## config.mk

```make
export PLATFORM = sky130hd
export DESIGN_NAME = lfsr_stream_gen
export DESIGN_NICKNAME = d
export VERILOG_FILES = /design/src/rtl/lfsr_pkg.sv /design/src/rtl/lfsr_next_state.sv /design/src/rtl/lfsr_stream_gen.sv
export SDC_FILE = /design/constraint.sdc
export NUM_CORES = 1
export LEC_CHECK = 0
export CELL_PAD_IN_SITES_DETAIL_PLACEMENT = 0
export CELL_PAD_IN_SITES_GLOBAL_PLACEMENT = 1
export CORE_UTILIZATION = 35
export DETAILED_ROUTE_END_ITERATION = 8
export GPL_ROUTABILITY_DRIVEN = 1
export PLACE_DENSITY = 0.86
export SYNTH_ARGS = -nofsm -noshare
export SYNTH_HDL_FRONTEND = slang
export SYNTH_SLANG_ARGS = --single-unit
```

## constraint.sdc

```tcl
create_clock -name clk -period 2 [get_ports clk]
set_clock_uncertainty 0.1 [all_clocks]
set_input_delay 0.4 -clock clk [delete_from_list [all_inputs] [get_ports clk]]
set_output_delay 0.4 -clock clk [all_outputs]
set_load 0.01 [all_outputs]
```

## src/rtl/lfsr_pkg.sv

```systemverilog
// Shared types and helpers for the LFSR stream generator family.
// Functions take 32-bit operands and a width so one copy serves every instance size.
package lfsr_pkg;

    typedef enum logic [0:0] {
        StIdle,
        StRun
    } lfsr_fsm_e;

    // Maximal-length Fibonacci tap masks for the commonly used widths.
    function automatic logic [31:0] default_taps(input int unsigned width);
        logic [31:0] taps;
        case (width)
            4:       taps = 32'h0000_000C;
            8:       taps = 32'h0000_00B8;
            16:      taps = 32'h0000_B400;
            32:      taps = 32'h8020_0003;
            default: taps = 32'h0000_0000;
        endcase
        return taps;
    endfunction

    function automatic logic [31:0] lfsr_next(input logic [31:0]  s,
                                              input logic [31:0]  taps,
                                              input int unsigned  width);
        logic [31:0] mask;
        logic        fb;
        mask = (width >= 32) ? 32'hFFFF_FFFF : ((32'd1 << width) - 32'd1);
        fb   = ^(s & taps & mask);
        return ((s << 1) | {31'd0, fb}) & mask;
    endfunction

endpackage

```

## src/rtl/lfsr_next_state.sv

```systemverilog
// Combinational single-step Fibonacci LFSR successor: shift left, feedback into bit 0.
module lfsr_next_state
    import lfsr_pkg::*;
#(
    parameter int unsigned            WIDTH = 4,
    parameter logic [WIDTH-1:0]       TAPS  = 4'b1100
) (
    input  logic [WIDTH-1:0] state,
    output logic [WIDTH-1:0] next_state
);

    always_comb begin
        next_state = WIDTH'(lfsr_next(32'(state), 32'(TAPS), WIDTH));
    end

endmodule

```

## src/rtl/lfsr_stream_gen.sv

```systemverilog
// Seed-loadable LFSR word source with valid/ready output, zero-seed and lock-up
// protection, and measurement of the sequence length seen on the output.
module lfsr_stream_gen
    import lfsr_pkg::*;
#(
    parameter int unsigned      WIDTH        = 4,
    parameter logic [WIDTH-1:0] TAPS         = 4'b1100,
    parameter logic [WIDTH-1:0] DEFAULT_SEED = 4'b0001
) (
    input  logic             clk,
    input  logic             reset,
    input  logic             load,
    input  logic [WIDTH-1:0] seed,
    input  logic             en,
    input  logic             out_ready,
    output logic             out_valid,
    output logic [WIDTH-1:0] out_data,
    output logic             out_bit,
    output logic [WIDTH-1:0] period,
    output logic             period_valid,
    output logic             seed_err,
    output logic             lock_err
);

    lfsr_fsm_e        fsm_q, fsm_d;
    logic [WIDTH-1:0] state_q, state_d;
    logic [WIDTH-1:0] seed_reg_q, seed_reg_d;
    logic [WIDTH-1:0] cnt_q, cnt_d;
    logic [WIDTH-1:0] period_q, period_d;
    logic             period_valid_q, period_valid_d;
    logic             seed_err_q, seed_err_d;
    logic             lock_err_q, lock_err_d;

    logic [WIDTH-1:0] next_state;
    logic [WIDTH-1:0] seed_eff;
    logic             advance;

    lfsr_next_state #(
        .WIDTH (WIDTH),
        .TAPS  (TAPS)
    ) u_next (
        .state      (state_q),
        .next_state (next_state)
    );

    // FSM state register
    always_ff @(posedge clk) begin
        if (reset) begin
            fsm_q <= StIdle;
        end else begin
            fsm_q <= fsm_d;
        end
    end

    // FSM next state: only reset leaves RUN
    always_comb begin
        fsm_d = fsm_q;
        if (load) begin
            fsm_d = StRun;
        end
    end

    // FSM outputs
    always_comb begin
        out_valid = (fsm_q == StRun) && en;
    end

    assign advance  = out_valid && out_ready;
    assign seed_eff = (seed == '0) ? DEFAULT_SEED : seed;

    always_comb begin
        state_d        = state_q;
        seed_reg_d     = seed_reg_q;
        cnt_d          = cnt_q;
        period_d       = period_q;
        period_valid_d = 1'b0;
        seed_err_d     = 1'b0;
        lock_err_d     = lock_err_q;
        if (load) begin
            // The word on the output in the load cycle is discarded, not consumed.
            state_d    = seed_eff;
            seed_reg_d = seed_eff;
            cnt_d      = '0;
            lock_err_d = 1'b0;
            seed_err_d = (seed == '0);
        end else if (advance) begin
            if (next_state == '0) begin
                state_d    = DEFAULT_SEED;
                seed_reg_d = DEFAULT_SEED;
                cnt_d      = '0;
                lock_err_d = 1'b1;
            end else begin
                state_d = next_state;
                if (cnt_q != '1) begin
                    if (next_state == seed_reg_q) begin
                        period_d       = cnt_q + WIDTH'(1);
                        period_valid_d = 1'b1;
                        cnt_d          = '0;
                    end else begin
                        cnt_d = cnt_q + WIDTH'(1);
                    end
                end
            end
        end
    end

    always_ff @(posedge clk) begin
        if (reset) begin
            state_q        <= '0;
            seed_reg_q     <= '0;
            cnt_q          <= '0;
            period_q       <= '0;
            period_valid_q <= 1'b0;
            seed_err_q     <= 1'b0;
            lock_err_q     <= 1'b0;
        end else begin
            state_q        <= state_d;
            seed_reg_q     <= seed_reg_d;
            cnt_q          <= cnt_d;
            period_q       <= period_d;
            period_valid_q <= period_valid_d;
            seed_err_q     <= seed_err_d;
            lock_err_q     <= lock_err_d;
        end
    end

    assign out_data     = state_q;
    assign out_bit      = state_q[WIDTH-1];
    assign period       = period_q;
    assign period_valid = period_valid_q;
    assign seed_err     = seed_err_q;
    assign lock_err     = lock_err_q;

endmodule

```

==> metrics.txt <==
run status finished, final reports clean; Max Root-Sink Buffers 2; leading cell type by number of instances after synthesis dfxtp_1; Congestion Overflow GR 0; buffers inserted during post-CTS setup optimization 0; Compound-Gate Fraction of Synth Area 0.1605; syn_nets 115; top cells by area in the synthesized netlist dfxtp_1 (42%), a21oi_1 (5.8%), nor3_1 (4.2%); Final #Nets 142; CTS tree done; sequential-to-total area share from yosys stat 0.4211; DP HPWL 1606 um; fin worst setup slack 0.06834 ns; cell chosen for the clock root clkbuf_4; 1st-iter DRT viols 28; Cell Area, Synth 950.9 um^2; vertical extent of the die 54.13 um; wire length of the first global-routing pass 3346 um; number of diodes added for antenna fixing 0; layout cells sized above 1 0.1450; average wire per cell in the routed design 13.16 um; worst hold margin 0.3803 ns; synthesized instance count 105; vias per std cell 5.391; transition at the pin with the smallest max-transition slack 0.6256 ns; count of different cell masters after synthesis 37; static power due to leakage 0.4543 nW; cell-by-cell trace of the critical path clkdlybuf4s50_1; largest fanout of any net on the critical path 7; number of warning messages in the yosys log 0; number of levels in the clock H-tree 1; Reg clk slew, reported paths 0.12 ns; async set-reset flop share out of synthesis 0; count of final max-slew check failures 0; largest delay contributor family on the critical path buffers and inverters; crit path max-delay cell type clkdlybuf4s50_1; setup violators final 0; area share of and/or/nand/nor cells after synthesis 0.2776; total of buffers placed on input and output ports 21; data arrival time of the critical path 1.43 ns; buffering stage count on the worst path with inverters included 1; first-pass iteration count of the detailed router 4; Core Rows 18; total negative slack for setup checks 0 ns; final routed wirelength across all metal layers 2118 um; max_cap viols 0; portion of netlist area occupied by mux cells 0.02105; number of nets with antenna violations after routing 0; final worst path period need 1.932 ns; synthesis-stage register bit count 20; xor and xnor area share after synthesis 0.06974; source-to-sink clock delay at the later pin of the worst-skew pair 0.31 ns; initial core utilization 0.3770; nature of the critical path startpoint flip-flop; Top FF cell, synth dfxtp_1; Yosys top cell area share 0.4211; total die area 0.002930 mm^2; Mapped Avg Cell Area 9.056 um^2; Crit Path Category flip-flop to primary output; maximum VDD drop 374.3 uV; final core area utilization 0.5025; Routability Congestion 0.8114; unrepaired setup endpoints after global routing false; Post-route DRC 0; Die X-Extent 54.13 um; global-route usage over all layers 0.1643; adder-cell share of the synthesized area 0.01316; Max Clk Rate 517.7 MHz; vias in the first global route 716; number of I/O pins 22; hold violation total from the final report 0; Clock Sink Count 20; most used standard cells in the synthesized netlist dfxtp_1 (20), a21oi_1 (11), nor2_1 (10), nand2_1 (8), nor3_1 (8); number of vias in the routed layout 868; antenna violations before repair 0; overall power consumption 0.0009129 W; pin count of the biggest net entering global routing 13; Max-Slew Margin vs Limit 0.5795; number of enable-type register cells in the synthesized netlist 0; Final Cycle Share 0.9658; number of buffers created by CTS 3; combinational family with the most area after synthesis simple AND/OR/NAND/NOR gates; core footprint 0.002522 mm^2; power density of the placed cells 720.2 mW/mm^2; Synth-to-Final Area Change 33.29%; worst hold-check path type flip-flop to flip-flop; CP endpoint kind primary output; critical path data required time 1.50 ns; post-synthesis cell type with the largest combined area dfxtp_1; Worst path max stage delay 0.60 ns; number of fill cells in the layout 254; pre-CTS setup slack -0.1828 ns
-- path summary, 6_finish.rpt --
check / start / endpoint / slack (ns) / depth (start not counted)
max reg2reg: cnt_q[0] / period[0] / 0.08 / 5
max: out_data[2] / out_data[2] / 0.07 / 1
min: seed_reg_q[0] / seed_reg_q[0] / 0.38 / 2
min reg2reg: seed_reg_q[0] / seed_reg_q[0] / 0.38 / 2
-- state kept, by name, summed over array words and instances, names as in the netlist --
register      flops
cnt_q             4
fsm_q             1
lock_err          1
out_data          4
period            4
period_valid      1
seed_err          1
seed_reg_q        4
-- cell families (layout without fill, tap and decap cells) --
group | Yosys count | in the layout
AND/OR/NAND/NOR | 45 | 45
AO/OA/AOI/OAI | 24 | 24
flip-flops | 20 | 20
buffers and inverters | 7 | 33
XOR/XNOR | 6 | 6
multiplexers | 2 | 2
adder cells (fa/ha/maj) | 1 | 1
-- through the flow --
stage,cells,area (um^2)
6_report,161,1267
5_1_grt,161,1267
4_1_cts,161,1267
3_5_place_dp,157,1216
3_3_place_gp,157,1216
2_1_floorplan,105,950.9
-- area by class of cell --
| type | count | area, um^2 | share of cell area |
|---|---|---|---|
| Clock buffer | 3 | 22.52 | 0.01777 |
| Multi-Input combinational cell | 78 | 515.5 | 0.4067 |
| Inverter | 2 | 7.507 | 0.005923 |
| Sequential cell | 20 | 400.4 | 0.3159 |
| Clock inverter | 1 | 30.03 | 0.02369 |
| Timing Repair Buffer | 27 | 254.0 | 0.2004 |
| Tap cell | 30 | 37.54 | 0.02961 |
-- per-layer routing --
layer	global-route usage	up-vias	wire length [um]
met5	0	-	0
met4	0.07692	0	31
met3	0.02542	4	79
met2	0.2500	18	1004
met1	0.2245	411	1002
li1	-	435	-
-- cell usage in the layout, fill, tap and decap left out, drive strengths merged, types with 2 or more instances in the layout --
| cell type | count |
|---|---|
| a21oi | 11 |
| a311oi | 2 |
| a32oi | 2 |
| and3 | 2 |
| buf | 6 |
| clkbuf | 3 |
| clkdlybuf4s50 | 20 |
| dfxtp | 20 |
| inv | 2 |
| mux2i | 2 |
| nand2 | 8 |
| nand3 | 5 |
| nor2 | 10 |
| nor2b | 2 |
| nor3 | 8 |
| nor4 | 2 |
| o21a | 2 |
| o21ai | 3 |
| or4 | 2 |
| xnor2 | 4 |
-- worst register-to-register path: cells and delay by family, from the launching register on --
kind	cells	cell delay (ns)
simple gates	3	1.02
flops	1	0.37
compound gates	1	0.12
fa+ha+maj	1	0.25
-- report_power, final --
group	switching, W	internal [W]	leakage, nW	total [W]
logic	0.0000713	0.0000725	0.263	0.000144
clock network	0.000138	0.000203	0.0279	0.000341
registers	0.0000163	0.000412	0.163	0.000428
total	0.000226	0.000687	0.454	0.000913
-- timing repair --
action / 4_1_cts / 5_1_grt
gates resized for setup: 1 / 0
endpoints found under the hold margin: 0 / 0
setup endpoints to repair: 1 / 0
hold buffers: 0 / 0
Note: power is estimated with default switching activity, not from simulation.
==> edit 1 (same settings) <==
Put one more register stage on the output `lock_err`, cleared by the reset. The value now appears one clock later. The other outputs are not delayed to match.
--- a/src/rtl/lfsr_stream_gen.sv
+++ b/src/rtl/lfsr_stream_gen.sv
@@ -131,3 +131,9 @@
     assign seed_err     = seed_err_q;
-    assign lock_err     = lock_err_q;
+    always_ff @(posedge clk) begin
+        if (reset) begin
+            lock_err <= '0;
+        end else begin
+            lock_err <= lock_err_q;
+        end
+    end
 
Behaviour: no difference found for any inputs over 10 cycles, from zero or initial values and one cycle with reset high; that may be too few to reach the edited logic, so the function may still have changed.
==> edit 1 against the unedited design <==
Sequential cell count is 1 higher; register-to-register slack better by 0.03 ns; area after synthesis is 8.8% higher; total power is 11% lower; largest cell class unchanged; non-clock buffer count stayed put; wire length is 8.4% higher; global-route usage is 0.33 points lower; combinational power is 12% higher; cell area is 4.1% higher; setup slack better by 0.038 ns; fmax is 2.0% higher; first-iteration DRC count is 21% lower.
==> edit 1: results (changes against the unedited design) <==
| Metric | Value |
|---|---|
| Status | finished, final reports clean (unchanged) |
| Top post-synthesis cells by count | dfxtp_1, nor2_1, a21oi_1 (was dfxtp_1, a21oi_1, nor2_1) |
| Cell taking the most area after synthesis | dfxtp_1 (unchanged) |
| M2 GR Usage | 28.2% (was 25.0%) |
| Mux share of post-synthesis cell area | 1.93% (was 2.11%) |
| Post-Synth XOR/XNOR Area | 6.41% (was 6.97%) |
| Post-synthesis compound-gate area fraction | 16.4% (was 16.1%) |
| Comb_multi_in | 79 (was 78) |
| Fin util | 47.5% (was 50.2%) |
| Synth unique cells | 40 (was 37) |
| Least-Margin Pin Slew | 0.506 ns (was 0.626 ns) |
| GR Util All Layers | 16.1% (was 16.4%) |
| Fill cell count | 302 (was 254) |
| Clock power frac | 24.8% (was 37.4%) |
| Flop pwr share | 55.4% (was 46.9%) |
| Layout cells sized above 1 | 17.3% (was 14.5%) |
| Largest net degree at the start of global routing | 12 (was 13) |
| CP max FO | 5 (was 7) |
| DRT Pass-1 Iters | 4 (unchanged) |
| Final Cell Area | 1320 sq um (was 1270 sq um) |
| Starting DRC count in detailed routing | 22 (was 28) |
| HPWL after DPL | 1.71 mm (was 1.61 mm) |
| Met1 WL | 1.06 mm (was 1.00 mm) |
| Synthesized net count | 118 (was 115) |
| CTS Sinks | 21 (was 20) |
| # nets final | 144 (was 142) |
| GR Util met1 | 19.8% (was 22.4%) |
| Sequential area share after synthesis | 40.6% (was 42.1%) |
| Metal3 WL | 72 microns (was 79 microns) |
| Total number of vias | 894 (was 868) |
| Largest cells by area after synthesis | dfxtp_1, a21oi_1, nor4_4, nor3_1, nor2_1 (was dfxtp_1, a21oi_1, nor3_1, nor2_1, xnor2_1) |
| Multi-input combinational area share | 43.2% (was 40.7%) |
| Slowest CP cell | or4_4 (was clkdlybuf4s50_1) |
| Max Used Layer | met4 (unchanged) |
| Clock network area share | 1.99% (was 4.15%) |
| Leakage power | 0.460 nW (was 0.454 nW) |
| Cell count after synthesis | 108 (was 105) |
| Met2 routed WL | 1.15 mm (was 1.00 mm) |
| Non-clock buffer share | 19.2% (was 20.0%) |
| Largest delay share family, worst path | simple AND/OR/NAND/NOR gates (was buffers and inverters) |
| Internal reg-to-reg setup slack | 0.11 ns (was 0.08 ns) |
| Hold slack | 0.369 ns (was 0.380 ns) |
| GPL Wtd Cong | 0.794 (was 0.811) |
| Worst vdd ir | 0.342 mV (was 0.374 mV) |
| Post-Layout Cell Count | 164 (was 161) |
| Power Total | 815 uW (was 913 uW) |
| Largest stage delay, worst path | 0.53 ns (was 0.60 ns) |
| Synth Area in Adders | 1.21% (was 1.32%) |
| Met3 Usage GRT | 2.30% (was 2.54%) |
| Switching power | 227 uW (was 226 uW) |
| Clock buffers | 4 (was 3) |
| First-pass GRT wire length | 4.02 mm (was 3.35 mm) |
| Sequential portion of the cell area | 32.0% (was 31.6%) |
| DP Worst Slack | -0.0973 ns (was -0.183 ns) |
| Final period util | 94.7% (was 96.6%) |
| Data arrival time of the worst path | 1.99 ns (was 1.43 ns) |
-- edit 1: cell types whose count changed in the layout (fill, tap and decap cells not counted), sizes merged --
cell / unedited run / this run
clkbuf: 3 / 4
o21ai: 3 / 2
a311oi: 2 / 1
a211oi: 1 / 3
dfxtp: 20 / 21
nor2b: 2 / 3
nor2: 10 / 11
bufinv: 1 / 0
or3: 1 / 0
-- edit 1: path summary, 6_finish.rpt --
path	to	from	cells past startpoint
worst max-delay path	period[3]$_SDFFE_PP0P_	cnt_q[0]$_SDFFE_PP0P_	5
worst min-delay path	seed_reg_q[0]$_SDFFE_PP0P_	seed_reg_q[0]$_SDFFE_PP0P_	2
worst max register to register	period[3]$_SDFFE_PP0P_	cnt_q[0]$_SDFFE_PP0P_	5
worst min register to register	seed_reg_q[0]$_SDFFE_PP0P_	seed_reg_q[0]$_SDFFE_PP0P_	2
==> edit 2 (config.mk and constraints unchanged) <==
Without the edit above. `WIDTH` is set to 4 in 2 places; all go to 5.
--- a/src/rtl/lfsr_next_state.sv
+++ b/src/rtl/lfsr_next_state.sv
@@ -4,3 +4,3 @@
 #(
-    parameter int unsigned            WIDTH = 4,
+    parameter int unsigned            WIDTH = 5,
     parameter logic [WIDTH-1:0]       TAPS  = 4'b1100
--- a/src/rtl/lfsr_stream_gen.sv
+++ b/src/rtl/lfsr_stream_gen.sv
@@ -5,3 +5,3 @@
 #(
-    parameter int unsigned      WIDTH        = 4,
+    parameter int unsigned      WIDTH        = 5,
     parameter logic [WIDTH-1:0] TAPS         = 4'b1100,
Ports: changed (resized out_data, period and seed); port bits go from 22 to 25. No check against the original RTL was run, so the function may have changed too.
==> edit 2 against the unedited design <==
Area after synthesis grew 24%; setup slack got worse by 0.0048 ns; sequential cell count rose by 4; cell area grew 25%; wire length rose by 34%; critical path type is now flip-flop to flip-flop; clock power decreased by 37%; synthesized cell count is 23% higher; total power rose by 0.21%; largest power group unchanged; largest cell class unchanged.
==> edit 2: results (changes against the unedited design) <==
| Metric | Value |
|---|---|
| # nets final | 173 (was 142) |
| Post-place instance area | 1510 sq um (was 1220 sq um) |
| Status | finished, final reports clean (unchanged) |
| First-pass GRT wire length | 4.75 mm (was 3.35 mm) |
| Leakage power | 0.541 nW (was 0.454 nW) |
| P_clk | 215 uW (was 341 uW) |
| Largest delay share family, worst path | simple AND/OR/NAND/NOR gates (was buffers and inverters) |
| Largest net degree at the start of global routing | 18 (was 13) |
| Layout cells sized above 1 | 20.8% (was 14.5%) |
| WL/cell | 13.9 microns (was 13.2 microns) |
| Synth unique cells | 41 (was 37) |
| Worst vdd ir | 0.320 mV (was 0.374 mV) |
| Power Total | 915 uW (was 913 uW) |
| Sw Share | 29.3% (was 24.8%) |
| Sequential area share after synthesis | 40.7% (was 42.1%) |
| Starting DRC count in detailed routing | 37 (was 28) |
| Total number of vias | 1075 (was 868) |
| Largest cells by area after synthesis | dfxtp_1, a21oi_1, xnor2_1, nand2_1, mux2i_1 (was dfxtp_1, a21oi_1, nor3_1, nor2_1, xnor2_1) |
| Slowest CP cell | or4_4 (was clkdlybuf4s50_1) |
| CP max FO | 5 (was 7) |
| Cell count after synthesis | 129 (was 105) |
| Largest stage delay, worst path | 0.54 ns (was 0.60 ns) |
| GPL Wtd Cong | 0.775 (was 0.811) |
| Top post-synthesis cells by count | dfxtp_1, a21oi_1, nand2_1 (was dfxtp_1, a21oi_1, nor2_1) |
| Flop pwr share | 56.1% (was 46.9%) |
-- edit 2: worst min-delay path: stages (launching register included) --
cell and delay (ns):
dfxtp_1 0.34, nand2_1 0.05, a21oi_1 0.05
-- edit 2: kinds of logic after synthesis --
logic type / after synthesis / share of synthesized area (%)
flops: 24 / 40.7
simple gates: 48 / 24.5
fa+ha+maj: 2 / 2.12
xor+xnor: 8 / 7.20
buf+inv: 9 / 4.55
mux: 4 / 3.39
compound gates: 34 / 17.6
-- edit 2: timing repair --
| action | CTS | global route |
|---|---|---|
| hold endpoints to repair | 0 | 0 |
| resized for setup | 5 | 10 |
| setup buffers | 0 | 0 |
| pin swaps | 0 | 4 |
| hold buffers | 0 | 0 |
| endpoints found under the setup margin | 5 | 10 |
-- edit 2: final cells by class --
cell class	instances	area (sq um)
repair buffers	34	314
well taps	44	55.1
flip-flops and latches	24	485
clock buffers	3	22.5
inverters	2	7.51
fillers	314	1540
multi-input cells	96	703
-- edit 2: per-layer routing --
layer  routed length, microns  track usage [%]
met5                        0                0
met4                       46             6.98
met3                      123             4.55
met2                     1400             30.3
met1                     1260             20.7
-- edit 2: worst paths after layout --
| kind | startpoint | end | slack (ns) | cells past startpoint |
|---|---|---|---|---|
| worst min register to register | seed_reg_q[4]$_SDFFE_PP0P_ | seed_reg_q[4]$_SDFFE_PP0P_ | 0.38 | 2 |
| worst max register to register | cnt_q[1]$_SDFFE_PP0P_ | period[1]$_SDFFE_PP0P_ | 0.06 | 6 |
| worst min-delay path | seed_reg_q[4]$_SDFFE_PP0P_ | seed_reg_q[4]$_SDFFE_PP0P_ | 0.38 | 2 |
| worst max-delay path | cnt_q[1]$_SDFFE_PP0P_ | period[1]$_SDFFE_PP0P_ | 0.06 | 6 |
